[src/rtl/vga_console_pkg.sv]
// Shared constants, control codes and FSM encoding for the VGA text console writer.
package vga_console_pkg;

    localparam int COLS_DEF       = 12;
    localparam int ROWS_DEF       = 3;
    localparam int FIFO_DEPTH_DEF = 4;

    localparam logic [6:0] CHAR_SPACE     = 7'h20;
    localparam logic [7:0] ASCII_LF       = 8'h0A;
    localparam logic [7:0] ASCII_CR       = 8'h0D;
    localparam logic [7:0] ASCII_BS       = 8'h08;
    localparam logic [7:0] ASCII_PRINT_LO = 8'h20;
    localparam logic [7:0] ASCII_PRINT_HI = 8'h7E;

    typedef enum logic [1:0] {
        ST_IDLE        = 2'd0,
        ST_SCROLL_COPY = 2'd1,
        ST_SCROLL_FILL = 2'd2,
        ST_CLEAR       = 2'd3
    } state_e;

    function automatic logic is_printable(input logic [7:0] b);
        return (b >= ASCII_PRINT_LO) && (b <= ASCII_PRINT_HI);
    endfunction

endpackage

[src/rtl/console_byte_fifo.sv]
// Small synchronous byte FIFO with first-word fall-through read data.
// DEPTH must be a power of two (pointers wrap naturally) and at least 2.
module console_byte_fifo #(
    parameter int DEPTH = 4
) (
    input  logic       clk,
    input  logic       rst_n,
    input  logic       push,
    input  logic [7:0] push_data,
    input  logic       pop,
    output logic [7:0] pop_data,
    output logic       full,
    output logic       empty
);

    localparam int AW = $clog2(DEPTH);
    localparam logic [AW:0] CNT_FULL = (AW+1)'(DEPTH);

    logic [7:0]    mem_r [DEPTH];
    logic [AW-1:0] wptr_r;
    logic [AW-1:0] rptr_r;
    logic [AW:0]   count_r;
    logic          push_ok_s;
    logic          pop_ok_s;

    assign full      = (count_r == CNT_FULL);
    assign empty     = (count_r == {(AW+1){1'b0}});
    assign push_ok_s = push & ~full;
    assign pop_ok_s  = pop & ~empty;
    assign pop_data  = mem_r[rptr_r];

    // Storage array, written on accepted pushes only.
    always_ff @(posedge clk) begin
        if (push_ok_s) begin
            mem_r[wptr_r] <= push_data;
        end
    end

    // Pointers and occupancy count; a simultaneous push and pop leaves the count unchanged.
    always_ff @(posedge clk) begin
        if (!rst_n) begin
            wptr_r  <= {AW{1'b0}};
            rptr_r  <= {AW{1'b0}};
            count_r <= {(AW+1){1'b0}};
        end else begin
            if (push_ok_s) begin
                wptr_r <= wptr_r + AW'(1'b1);
            end
            if (pop_ok_s) begin
                rptr_r <= rptr_r + AW'(1'b1);
            end
            case ({push_ok_s, pop_ok_s})
                2'b10:   count_r <= count_r + (AW+1)'(1'b1);
                2'b01:   count_r <= count_r - (AW+1)'(1'b1);
                default: count_r <= count_r;
            endcase
        end
    end

endmodule

[src/rtl/vga_console_writer.sv]
// Byte-stream front end of the VGA text console: decodes queued ASCII bytes into text RAM
// writes, tracks the cursor, and runs scroll and full-screen clear sequences.
module vga_console_writer
    import vga_console_pkg::*;
#(
    parameter int COLS       = COLS_DEF,
    parameter int ROWS       = ROWS_DEF,
    parameter int FIFO_DEPTH = FIFO_DEPTH_DEF
) (
    input  logic       clk,
    input  logic       rst_n,
    input  logic       wr_valid,
    input  logic [7:0] wr_data,
    output logic       wr_ready,
    input  logic       clear_req,
    output logic       text_we,
    output logic [5:0] text_waddr,
    output logic [6:0] text_wdata,
    output logic [5:0] text_raddr,
    input  logic [6:0] text_rdata,
    output logic [5:0] cursor,
    output logic       busy
);

    localparam int         CELLS     = COLS * ROWS;
    localparam logic [5:0] LAST_CELL = 6'(CELLS - 1);
    localparam logic [5:0] LAST_COL  = 6'(COLS - 1);
    localparam logic [5:0] LAST_ROW  = 6'(ROWS - 1);
    localparam logic [5:0] COLS_W    = 6'(COLS);
    localparam logic [5:0] COPY_LAST = 6'((ROWS - 1) * COLS - 1);

    state_e     state_r;
    state_e     state_nx_s;
    logic [5:0] row_r;
    logic [5:0] col_r;
    logic [5:0] idx_r;
    logic       clear_pending_r;
    logic [5:0] row_nx_s;
    logic [5:0] col_nx_s;
    logic [5:0] idx_nx_s;
    logic       clear_pending_nx_s;
    logic       we_nx_s;
    logic [5:0] waddr_nx_s;
    logic [6:0] wdata_nx_s;

    logic       fifo_pop_s;
    logic [7:0] fifo_rdata_s;
    logic       fifo_full_s;
    logic       fifo_empty_s;

    logic       is_print_s;
    logic       is_lf_s;
    logic       is_cr_s;
    logic       is_bs_s;
    logic       at_last_col_s;
    logic       at_last_row_s;
    logic       scroll_trig_s;

    console_byte_fifo #(
        .DEPTH (FIFO_DEPTH)
    ) u_fifo (
        .clk       (clk),
        .rst_n     (rst_n),
        .push      (wr_valid),
        .push_data (wr_data),
        .pop       (fifo_pop_s),
        .pop_data  (fifo_rdata_s),
        .full      (fifo_full_s),
        .empty     (fifo_empty_s)
    );

    assign wr_ready = ~fifo_full_s;
    assign cursor   = row_r * COLS_W + col_r;
    // text_we is included so busy stays high through the final write cycle.
    assign busy     = (state_r != ST_IDLE) | ~fifo_empty_s | clear_pending_r | text_we;

    assign is_print_s    = is_printable(fifo_rdata_s);
    assign is_lf_s       = (fifo_rdata_s == ASCII_LF);
    assign is_cr_s       = (fifo_rdata_s == ASCII_CR);
    assign is_bs_s       = (fifo_rdata_s == ASCII_BS);
    assign at_last_col_s = (col_r == LAST_COL);
    assign at_last_row_s = (row_r == LAST_ROW);
    assign scroll_trig_s = at_last_row_s & ((is_print_s & at_last_col_s) | is_lf_s);

    // Scroll source read is one row ahead of the destination being written.
    assign text_raddr = (state_r == ST_SCROLL_COPY) ? (idx_r + COLS_W) : 6'd0;

    // FSM state register.
    always_ff @(posedge clk) begin
        if (!rst_n) begin
            state_r <= ST_IDLE;
        end else begin
            state_r <= state_nx_s;
        end
    end

    // FSM next-state logic; a pending clear wins over queued bytes.
    always_comb begin
        state_nx_s = state_r;
        case (state_r)
            ST_IDLE: begin
                if (clear_pending_r) begin
                    state_nx_s = ST_CLEAR;
                end else if (!fifo_empty_s && scroll_trig_s) begin
                    state_nx_s = ST_SCROLL_COPY;
                end else begin
                    state_nx_s = ST_IDLE;
                end
            end
            ST_SCROLL_COPY: begin
                if (idx_r == COPY_LAST) begin
                    state_nx_s = ST_SCROLL_FILL;
                end else begin
                    state_nx_s = ST_SCROLL_COPY;
                end
            end
            ST_SCROLL_FILL, ST_CLEAR: begin
                if (idx_r == LAST_CELL) begin
                    state_nx_s = ST_IDLE;
                end else begin
                    state_nx_s = state_r;
                end
            end
            default: state_nx_s = ST_IDLE;
        endcase
    end

    // FSM output logic: byte decode, cursor update and next write-port values.
    always_comb begin
        row_nx_s           = row_r;
        col_nx_s           = col_r;
        idx_nx_s           = idx_r;
        we_nx_s            = 1'b0;
        waddr_nx_s         = text_waddr;
        wdata_nx_s         = text_wdata;
        fifo_pop_s         = 1'b0;
        clear_pending_nx_s = clear_pending_r | clear_req;
        case (state_r)
            ST_IDLE: begin
                idx_nx_s = 6'd0;
                if (clear_pending_r) begin
                    clear_pending_nx_s = 1'b0;
                end else if (!fifo_empty_s) begin
                    fifo_pop_s = 1'b1;
                    if (is_print_s) begin
                        we_nx_s    = 1'b1;
                        waddr_nx_s = cursor;
                        wdata_nx_s = fifo_rdata_s[6:0];
                        if (at_last_col_s) begin
                            col_nx_s = 6'd0;
                            row_nx_s = at_last_row_s ? row_r : row_r + 6'd1;
                        end else begin
                            col_nx_s = col_r + 6'd1;
                        end
                    end else if (is_lf_s) begin
                        col_nx_s = 6'd0;
                        row_nx_s = at_last_row_s ? row_r : row_r + 6'd1;
                    end else if (is_cr_s) begin
                        col_nx_s = 6'd0;
                    end else if (is_bs_s) begin
                        if (col_r != 6'd0) begin
                            col_nx_s = col_r - 6'd1;
                        end else if (row_r != 6'd0) begin
                            row_nx_s = row_r - 6'd1;
                            col_nx_s = LAST_COL;
                        end else begin
                            col_nx_s = col_r;
                        end
                    end else begin
                        col_nx_s = col_r;
                    end
                end else begin
                    fifo_pop_s = 1'b0;
                end
            end
            ST_SCROLL_COPY: begin
                we_nx_s    = 1'b1;
                waddr_nx_s = idx_r;
                wdata_nx_s = text_rdata;
                idx_nx_s   = idx_r + 6'd1;
            end
            ST_SCROLL_FILL: begin
                we_nx_s    = 1'b1;
                waddr_nx_s = idx_r;
                wdata_nx_s = CHAR_SPACE;
                idx_nx_s   = idx_r + 6'd1;
            end
            ST_CLEAR: begin
                we_nx_s    = 1'b1;
                waddr_nx_s = idx_r;
                wdata_nx_s = CHAR_SPACE;
                idx_nx_s   = idx_r + 6'd1;
                if (idx_r == LAST_CELL) begin
                    row_nx_s = 6'd0;
                    col_nx_s = 6'd0;
                end else begin
                    row_nx_s = row_r;
                end
            end
            default: begin
                idx_nx_s = 6'd0;
            end
        endcase
    end

    // Cursor, sequence index, clear request latch and registered write port.
    always_ff @(posedge clk) begin
        if (!rst_n) begin
            row_r           <= 6'd0;
            col_r           <= 6'd0;
            idx_r           <= 6'd0;
            clear_pending_r <= 1'b1;
            text_we         <= 1'b0;
            text_waddr      <= 6'd0;
            text_wdata      <= 7'd0;
        end else begin
            row_r           <= row_nx_s;
            col_r           <= col_nx_s;
            idx_r           <= idx_nx_s;
            clear_pending_r <= clear_pending_nx_s;
            text_we         <= we_nx_s;
            text_waddr      <= waddr_nx_s;
            text_wdata      <= wdata_nx_s;
        end
    end

endmodule

[config.mk]
export PLATFORM = sky130hd
export DESIGN_NAME = vga_console_writer
export DESIGN_NICKNAME = d
export VERILOG_FILES = /design/src/rtl/vga_console_pkg.sv /design/src/rtl/console_byte_fifo.sv /design/src/rtl/vga_console_writer.sv
export SDC_FILE = /design/constraint.sdc
export NUM_CORES = 1
export LEC_CHECK = 0
export ABC_AREA = 1
export CORE_UTILIZATION = 55
export CTS_CLUSTER_SIZE = 14
export DETAILED_ROUTE_END_ITERATION = 8
export PLACE_DENSITY = 0.78
export SLEW_MARGIN = 20
export SYNTH_ARGS = -nofsm -noshare
export SYNTH_HDL_FRONTEND = slang
export SYNTH_SLANG_ARGS = --single-unit
[constraint.sdc]
create_clock -name clk -period 2.84 [get_ports clk]
set_input_delay 0.426 -clock clk [delete_from_list [all_inputs] [get_ports clk]]
set_output_delay 0.426 -clock clk [all_outputs]
set_load 0.05 [all_outputs]
### Word level (Yosys, flattened, before mapping)

Memories as Yosys holds them, arrays and structs flattened. A register that Yosys moved wholly into a read port is not among the register bits.
Cells that the tools add are included.

* bits in registers: 42
* memory bits (writable): 32
* output and inout bits: 28
* memories: 1

Memories
* u_fifo.mem_r: words 4, bits a word 8, read ports 1, clocked after Yosys merged registers in 1, wr ports 1, line console_byte_fifo.sv:19 `logic [7:0] mem_r [DEPTH];`

* add/sub/neg operators: 11
* $mul: 1
* $lt $le $gt $ge: 2
* equal/unequal tests: 25
* multiplexer cells: 51
* bitwise operators: 11
* reductions and logical operators: 15

Operators with widths (number)
* 6-bit 2-to-1 mux: 24
* 6-bit case mux with 2 select lines: 4
* 8-bit by 4-bit == test with 1-bit output, second input constant: 3
* 7-bit 2-to-1 mux: 3
* 7-bit case mux with 3 select lines: 1
* 6-bit by 1-bit adder with 6-bit output, second input constant: 3
* 4-bit inequality test, second input constant: 4
* 6-bit nonzero test: 2
* 6-bit by 1-bit subtractor with 6-bit output, second input constant: 2
* 1-bit 2-to-1 mux: 11
* 2-bit 2-to-1 mux: 5
* 9-bit AND reduction: 1
* 8-bit by 6-bit >= comparator with 1-bit output, second input constant: 1
* 8-bit by 7-bit <= comparator with 1-bit output, second input constant: 1
* 2-bit inequality test, second input constant: 4
* 6-bit by 4-bit adder with 6-bit output, second input constant: 1
* 6-bit adder: 1
* 2-bit == test, second input constant: 3
* 6-bit by 2-bit == test with 1-bit output, second input constant: 1
* 6-bit by 4-bit == test with 1-bit output, second input constant: 1
* 6-bit by 5-bit == test with 1-bit output, second input constant: 1
* 6-bit == test, second input constant: 1
* 6-bit by 2-bit multiplier with 4-bit output, second input constant: 1
* 6-bit inequality test, second input constant: 1
* 23 further kinds: 36

### Longest topological paths before layout

Gate-level depths: netlist of run 1.

* depth in word-level cells: 10
* mapped depth: 18
* mapped depth without buffers: 16

### Hierarchy

A second synthesis of run 1 with hierarchy kept.

* cell total of the unflattened synthesis: 562
* area, all modules: 4362.9 µm²

By module, submodules not included
* vga_console_writer: instances 1, cells an instance 416, area each 2671.3 µm²
* console_byte_fifo: instances 1, cells an instance 146, area each 1691.6 µm²

### Least setup slack after synthesis of run 1

No wires, ideal clock.

* path type: register to output
* start point: register row_r[1]
* end point: output port cursor[5]
* arrival: 2.401 ns
* slack: 0.013 ns
* cell stages (with the launch flop): 6
* buffers on the path: 0
* path through: dfxtp_1 ha_1 fa_1 ha_1 a21oi_1 xor2_1

* longest elaborated chain between the ends: 2

RTL lines
* start, declared: line vga_console_writer.sv:34 `logic [5:0] row_r;`
* start signal, assigned: line vga_console_writer.sv:217 `row_r <= row_nx_s;`
* 6-bit by 2-bit multiplier with 4-bit output: line vga_console_writer.sv:73 `assign cursor = row_r * COLS_W + col_r;`
* 6-bit adder: line vga_console_writer.sv:73
* end, declared: line vga_console_writer.sv:21 `output logic [5:0] cursor,`

No other way between the ends.

### Final worst setup path of run 1

* start point: register row_r[0]
* end point: output port cursor[5]

Same word-level chain as after synthesis.

==> impl_metrics.py, run 1 <==
metrics = {
    "timing": {
        "setup_tns_ns": 0,
        "fmax_mhz": 363.0,
        "finalMaxSlewViolations": 0,
        "tightest_slew_ns": 0.7198,
        "post-route-period-util": 0.9701,
        "rsz0062_at_grt": "no",
        "fin_skew_ns": 0.01003,
        "fin_crit_ns": 2.755,
        "hold_violations": 0,
        "setup_viol": 0,
        "relSlewSlack": 0.5196,
    },
    "setup_path": {
        "crit_family": "adder cells",
        "cp_slowest_stage_delay_ns": 0.43,
        "crit_chain": "ha_4, fa_1, ha_1, a21oi_1, xor2_1, buf_12",
        "cp-start-kind": "flip-flop",
        "rr_endpoint": "text_wdata[2]",
        "crit_type": "reg2out",
        "critPathMaxFanout": 7,
        "r2r_cells": 13,
        "rrSetupSlack_ns": 0.39,
        "critical_path_arrival_ns": 2.33,
        "crit_buf_inv": 1,
        "end_kind": "primary output",
        "required_ns": 2.41,
        "crit_slowest_cell": "fa_1",
    },
    "clock_tree": {
        "cts_hold_buf": 0,
        "tritoncts": "yes",
        "cts_sinks": 76,
        "cts_max_path_buffers": 2,
        "numCtsBuffers": 9,
        "cts-htree-levels": 3,
        "path_clk_slew_ns": 0.08,
        "clk_latency_ns": 0.35,
        "clock-root-buffer": "clkbuf_8",
    },
    "finish": {
        "seq_area_sq_um": 1848,
        "area_growth_pct": 17.62,
        "drive_above_1_share": 0.1156,
        "final_nets": 707,
        "fin_cells": 771,
        "fillers": 672,
        "diodes": 0,
        "multi_input_area_sq_um": 2497,
        "utilization": 0.6670,
    },
    "global_route": {
        "grt_max_degree": 18,
        "grt_pass1_wl_um": 18050,
        "antenna_found_initial": 0,
        "grt_pass1_vias": 3870,
        "grt_overflow": 0,
        "grt_usage": 0.2659,
    },
    "flow_run": {
        "max_cap_violations": 0,
    },
    "floorplanning": {
        "core-area_sq_um": 8175,
        "row_count": 33,
        "die_h_um": 93.81,
        "boundaryPins": 47,
        "die_area_sq_um": 8799,
        "dieWidth_um": 93.81,
        "start_util": 0.5670,
    },
    "route": {
        "drt_iter0_markers": 281,
        "vias": 4145,
        "routedWlPerCell_um": 14.51,
        "ant_nets": 0,
        "post-route-drc-count": 0,
        "drtPass1Iterations": 5,
        "post_drt_via_cell_ratio": 5.376,
        "wl_um": 11190,
    },
    "synth": {
        "synth_top_area_cell": "edfxtp_1",
        "synth-seq-cells": 76,
        "synth_common_cells": "nand2_1 (201), nor2_1 (59), nand3_1 (47)",
        "yosysMostFrequentCell": "nand2_1",
        "netlist_area_sq_um": 4636,
        "synthCells": 606,
        "synth.top_cell.area_share": 0.2073,
        "synth_cell_types": 42,
        "synth_enable_flop_cells": 32,
        "synthTopCellsByArea": "edfxtp_1 (21%), dfxtp_1 (19%), nand2_1 (16%)",
        "ys.flop_type": "dfxtp_1",
        "yosys_warnings": 0,
        "async_reset_ff_frac": 0,
        "syn_nets": 652,
        "ys_seq_area_frac": 0.3973,
        "syn-mean-instance-area_sq_um": 7.650,
    },
    "hold_path": {
        "holdPathStages": 2,
        "worstHoldStart": "text_wdata[1]",
        "min_delay_worst_endpoint": "text_wdata[1]",
        "hold_path_class": "reg2reg",
    },
    "power": {
        "ir_drop_v": 0.0004710,
        "pwr-share-clk": 0.219,
        "switchingPower_mw": 1.632,
        "p_leak_nw": 2.387,
        "total_power_mw": 3.899,
        "swShare": 0.4185,
        "p_int_mw": 2.267,
        "combPwrFrac": 0.421,
        "pwr-share-seq": 0.360,
        "cellPowerDensity_nw_per_um2": 715.1,
    },
    "placed_design": {
        "dp_hpwl_um": 8329,
        "place.gp.congestion": 0.8791,
        "placed_cells": 754,
        "io_buffers": 46,
    },
    "status": {
        "outcome": "complete, no violations",
    },
}
worst reg2reg max path, stage by stage (launching register included):
cell and delay [ns]:
dfxtp_1 0.65, inv_6 0.17, nand2_1 0.10, nand3_1 0.06, nand2_1 0.14, a21boi_4 0.30, nand2_4 0.16, inv_2 0.20
nand3_2 0.11, nand2_4 0.14, nand2_1 0.10, inv_2 0.14, nand2_1 0.08, nand2_1 0.06
state kept, by name, indices dropped and copies added (netlist names), 2 cells and up, named ones only:
register	count
u_fifo.mem_r	32
u_fifo.rptr_r	2
state_r	2
idx_r	6
text_wdata	7
u_fifo.count_r	3
col_r	6
u_fifo.wptr_r	2
text_waddr	6
row_r	6
area by class of cell:
cell class | count | area share
inverters | 51 | 0.03603
well taps | 105 | 0.02409
repair buffers | 59 | 0.1056
multi-input cells | 464 | 0.4580
clock buffers | 12 | 0.02868
clock inverters | 4 | 0.008720
flip-flops and latches | 76 | 0.3389
through the flow:
step	hold slack (ns)	worst slack [ns]	instance area, sq um
floorplan	0.4297	0.01301	4636
global placement	0.4445	0.3109	5210
detailed placement	0.4388	0.2525	5210
CTS	0.4606	0.01950	5425
global route	0.4737	0.001929	5453
finish	0.4582	0.08505	5453
how the worst max path moves through the flow:
stage	startpoint	endpoint	slack, ns	depth (start not counted)
after CTS	row_r[0]	cursor[5]	0.02	6
after floorplan	row_r[1]	cursor[5]	0.01	5
after global routing	row_r[0]	cursor[5]	0.002	6
final	row_r[0]	cursor[5]	0.09	6
after detailed placement	row_r[0]	cursor[5]	0.25	6
after global placement	row_r[0]	cursor[5]	0.31	6
cells in the final DEF (no fill, tap or decap), types with 3 or more instances in the layout:
| cell | netlist | layout |
|---|---|---|
| nand2_1 | 201 | 201 |
| nor2_1 | 59 | 59 |
| nand3_1 | 47 | 47 |
| inv_1 | 45 | 45 |
| clkdlybuf4s50_1 | 0 | 43 |
| dfxtp_1 | 44 | 41 |
| o21ai_0 | 32 | 32 |
| edfxtp_1 | 32 | 32 |
| a21oi_1 | 23 | 23 |
| ha_1 | 24 | 22 |
| buf_4 | 3 | 14 |
| xor2_1 | 13 | 13 |
| nand2_2 | 13 | 13 |
| clkbuf_8 | 0 | 9 |
| nand4_1 | 6 | 6 |
| nor2_4 | 5 | 5 |
| inv_2 | 4 | 4 |
| nor3_1 | 4 | 4 |
| xnor2_1 | 4 | 4 |
| nand2_4 | 4 | 4 |
| a21oi_2 | 4 | 4 |
| nand3_2 | 3 | 3 |
| fa_1 | 3 | 3 |
routing by layer:
layer  up-vias  share of wire  GRT usage  wire (um)
met5         -              0          0          0
met4         0          0.015     0.1064        167
met3        17          0.052    0.03317        581
met2       117           0.49     0.4513       5497
met1      1945           0.44     0.3424       4938
li1       2066              -          -          -
logic make-up after synthesis:
| group | share of synthesized area |
|---|---|
| buffers and inverters | 0.06936 |
| AND/OR/NAND/NOR | 0.3347 |
| flip-flops | 0.3973 |
| multiplexers | 0.002159 |
| XOR/XNOR | 0.03212 |
| AO/OA/AOI/OAI | 0.08664 |
| adder cells (fa/ha/maj) | 0.07773 |
power by group through the flow:
| stage | Sequential [mW] | Clock (mW) | Combinational, mW |
|---|---|---|---|
| floorplan | 1.58 | 0 | 0.993 |
| global placement | 1.42 | 0 | 1.58 |
| detailed placement | 1.42 | 0 | 1.61 |
| CTS | 1.40 | 0.858 | 1.63 |
| global route | 1.42 | 0.906 | 1.79 |
| finish | 1.40 | 0.854 | 1.64 |
what timing repair did:
| action | 4_1_cts | 5_1_grt |
|---|---|---|
| endpoints found under the hold margin | 0 | 0 |
| cloned | 0 | 0 |
| gates resized for setup | 2 | 6 |
| endpoints found under the setup margin | 1 | 1 |
| setup buffers | 1 | 0 |
Note: power is estimated with default switching activity, not from simulation.
==> run 2, diff against run 1 <==
--- a/config.mk
+++ b/config.mk
@@ -13,4 +13,5 @@
 export SLEW_MARGIN = 20
 export SYNTH_ARGS = -nofsm -noshare
 export SYNTH_HDL_FRONTEND = slang
+export SYNTH_HIERARCHICAL = 1
 export SYNTH_SLANG_ARGS = --single-unit
==> impl_metrics.py, run 2 <==
metrics = {
    "status": {
        "outcome": "complete, no violations",
    },
    "finish": {
        "final_nets": 662,
        "multi_input_area_sq_um": 2171,
        "diodes": 0,
        "top_register": "u_fifo/mem_r",
        "drive_above_1_share": 0.1109,
        "area_growth_pct": 18.90,
        "final_common_cell": "nand2_1",
        "seq_area_sq_um": 1847,
        "largest_reg_flops": 32,
        "fin_cells": 724,
        "fillers": 645,
        "largestRegisters": "u_fifo/mem_r x32, text_wdata x7",
        "fin_area_sq_um": 5187,
        "final_cell_mix": "nand2_1 (121), nor2_1 (84), inv_1 (61)",
    },
    "synth": {
        "synth_enable_flop_cells": 32,
        "ys.flop_type": "dfxtp_1",
        "synthTopCellsByArea": "edfxtp_1 (22%), dfxtp_1 (20%), nand2_1 (10%)",
        "yosys_warnings": 6,
        "synth_xor_area_frac": 0.02810,
        "synth_fa_ha_area_frac": 0.07972,
        "async_reset_ff_frac": 0,
        "synth-seq-cells": 76,
        "synth_common_cells": "nand2_1 (121), nor2_1 (84), inv_1 (61)",
        "muxShareOfSynthArea": 0,
        "synth_top_area_cell": "edfxtp_1",
        "ys_seq_area_frac": 0.4221,
        "synthSimpleGateAreaFrac": 0.2653,
        "synth.top_cell.area_share": 0.2202,
        "syn_nets": 607,
        "synth_cell_types": 37,
        "netlist_area_sq_um": 4363,
        "yosysMostFrequentCell": "nand2_1",
        "synthCells": 562,
        "synth_top_family_by_area": "simple AND/OR/NAND/NOR gates",
        "synth-compound-area-share": 0.1207,
        "syn-mean-instance-area_sq_um": 7.763,
    },
    "route": {
        "vias": 3963,
        "drtPass1Iterations": 7,
        "routedWlPerCell_um": 14.96,
        "drt_iter0_markers": 377,
        "ant_nets": 0,
        "post_drt_via_cell_ratio": 5.474,
        "post-route-drc-count": 0,
        "wl_um": 10830,
    },
    "hold_path": {
        "hold_path_class": "reg2reg",
        "holdPathStages": 2,
        "worstHoldStart": "u_fifo/rptr_r[1]",
    },
    "global_route": {
        "grt_overflow": 0,
        "antenna_found_initial": 0,
        "grt_max_degree": 26,
        "grt_pass1_wl_um": 18040,
        "grt_usage": 0.2781,
        "grt_pass1_vias": 3765,
    },
    "timing": {
        "tightest_slew_ns": 0.5079,
        "post-route-period-util": 0.9737,
        "fmax_mhz": 361.6,
        "fin_skew_ns": 0.004223,
        "relSlewSlack": 0.6603,
        "fin_ws_ns": 0.07478,
        "finalMaxSlewViolations": 0,
        "setup_viol": 0,
        "setup_tns_ns": 0,
        "hold_violations": 0,
        "fin_crit_ns": 2.765,
    },
    "floorplanning": {
        "dieWidth_um": 91.07,
        "core-area_sq_um": 7687,
        "die_area_sq_um": 8293,
        "row_count": 32,
        "start_util": 0.5675,
        "boundaryPins": 47,
        "die_h_um": 91.07,
    },
    "power": {
        "p_leak_nw": 2.252,
        "cellPowerDensity_nw_per_um2": 728.0,
        "ir_drop_v": 0.0005568,
        "total_power_mw": 3.776,
    },
    "setup_path": {
        "r2r_cells": 16,
        "critical_path_arrival_ns": 2.34,
        "required_ns": 2.41,
        "crit_chain": "ha_2, fa_1, ha_1, a21oi_2, xor2_2, buf_12",
        "crit_buf_inv": 1,
        "crit_family": "adder cells",
        "critPathMaxFanout": 6,
        "cp_num_cells": 6,
        "timing.critical_path.from": "row_r[1]",
        "cp_slowest_stage_delay_ns": 0.42,
        "end_kind": "primary output",
        "crit_type": "reg2out",
        "crit_slowest_cell": "fa_1",
        "cp-start-kind": "flip-flop",
    },
    "clock_tree": {
        "cts-htree-levels": 3,
        "cts_sinks": 76,
        "tritoncts": "yes",
        "numCtsBuffers": 9,
        "cts_max_path_buffers": 2,
        "path_clk_slew_ns": 0.09,
        "clock-root-buffer": "clkbuf_8",
        "clk_latency_ns": 0.36,
    },
    "placed_design": {
        "io_buffers": 46,
        "place.gp.congestion": 0.8914,
        "dp_slack_ns": 0.2012,
        "placed_cells": 706,
        "dp_hpwl_um": 8049,
        "dpl-instance-area_sq_um": 4935,
    },
    "flow_run": {
        "max_cap_violations": 0,
    },
}
[run 2: cell count changes after synthesis, sizes merged, moves of 6 or more]
cell / before / now
o22ai: 1 / 10
o21ai: 35 / 44
nor2: 66 / 87
nand2: 218 / 131
a31oi: 2 / 8
inv: 50 / 65
nand3: 50 / 43
[run 2: worst register-to-register path, cell delays in order, from the launching register on]
cell     delay [ns]
dfxtp_1        0.55
buf_4          0.22
o21ai_1        0.08
o22ai_1        0.35
nand2_1        0.16
nor2_1         0.13
nand2_1        0.10
nand2_4        0.13
nand2_4        0.11
inv_6          0.11
nand2_2        0.05
nand2_2        0.06
nand2_2        0.15
nand2_1        0.13
nand2_1        0.05
nand2_1        0.06
nor2_1         0.04
[run 2: worst paths after layout]
kind                                          to  slack [ns]
worst max register to register          row_r[3]        0.26
worst max-delay path                   cursor[5]        0.07
worst min-delay path            u_fifo/rptr_r[1]        0.50
worst min register to register  u_fifo/rptr_r[1]        0.50
[run 2: timing repair]
action,4_1_cts,5_1_grt
endpoints found under the setup margin,1,1
hold buffers,0,0
pin swaps,1,0
setup buffers,1,1
endpoints found under the hold margin,0,0
resized for setup,4,3
cloned,0,0
[run 2: cell type report]
| type | count | share of cell area |
|---|---|---|
| Timing Repair Buffer | 58 | 0.1095 |
| Sequential cell | 76 | 0.3560 |
| Multi-Input combinational cell | 405 | 0.4185 |
| Tap cell | 102 | 0.02460 |
| Clock inverter | 7 | 0.01785 |
| Clock buffer | 9 | 0.02388 |
| Inverter | 67 | 0.04969 |
[run 2: power by group]
part | internal [mW] | leakage (nW) | switching, mW | total [mW]
sequential | 1.27 | 0.654 | 0.108 | 1.38
clock | 0.428 | 0.103 | 0.462 | 0.890
combinational | 0.491 | 1.50 | 1.02 | 1.51
[run 2: cells by family (layout without fill, tap and decap cells)]
family | count (synthesis) | count (layout)
XOR/XNOR | 14 | 14
flip-flops | 76 | 76
AO/OA/AOI/OAI | 95 | 95
adder cells (fa/ha/maj) | 26 | 26
buffers and inverters | 81 | 141
AND/OR/NAND/NOR | 270 | 270
[run 2: per-stage QoR]
step / hold WS (ns) / util
after floorplan: 0.4382 / -
after global routing: 0.5194 / 0.6748
after global placement: 0.4624 / 0.6419
final: 0.5021 / 0.6748
after CTS: 0.5002 / 0.6729
after detailed placement: 0.4831 / 0.6419
[run 2: layer usage]
layer	GRT usage	routed length, um
met1	0.3676	4661
met2	0.4602	5203
met3	0.04104	654
met4	0.1071	312
met5	0	0
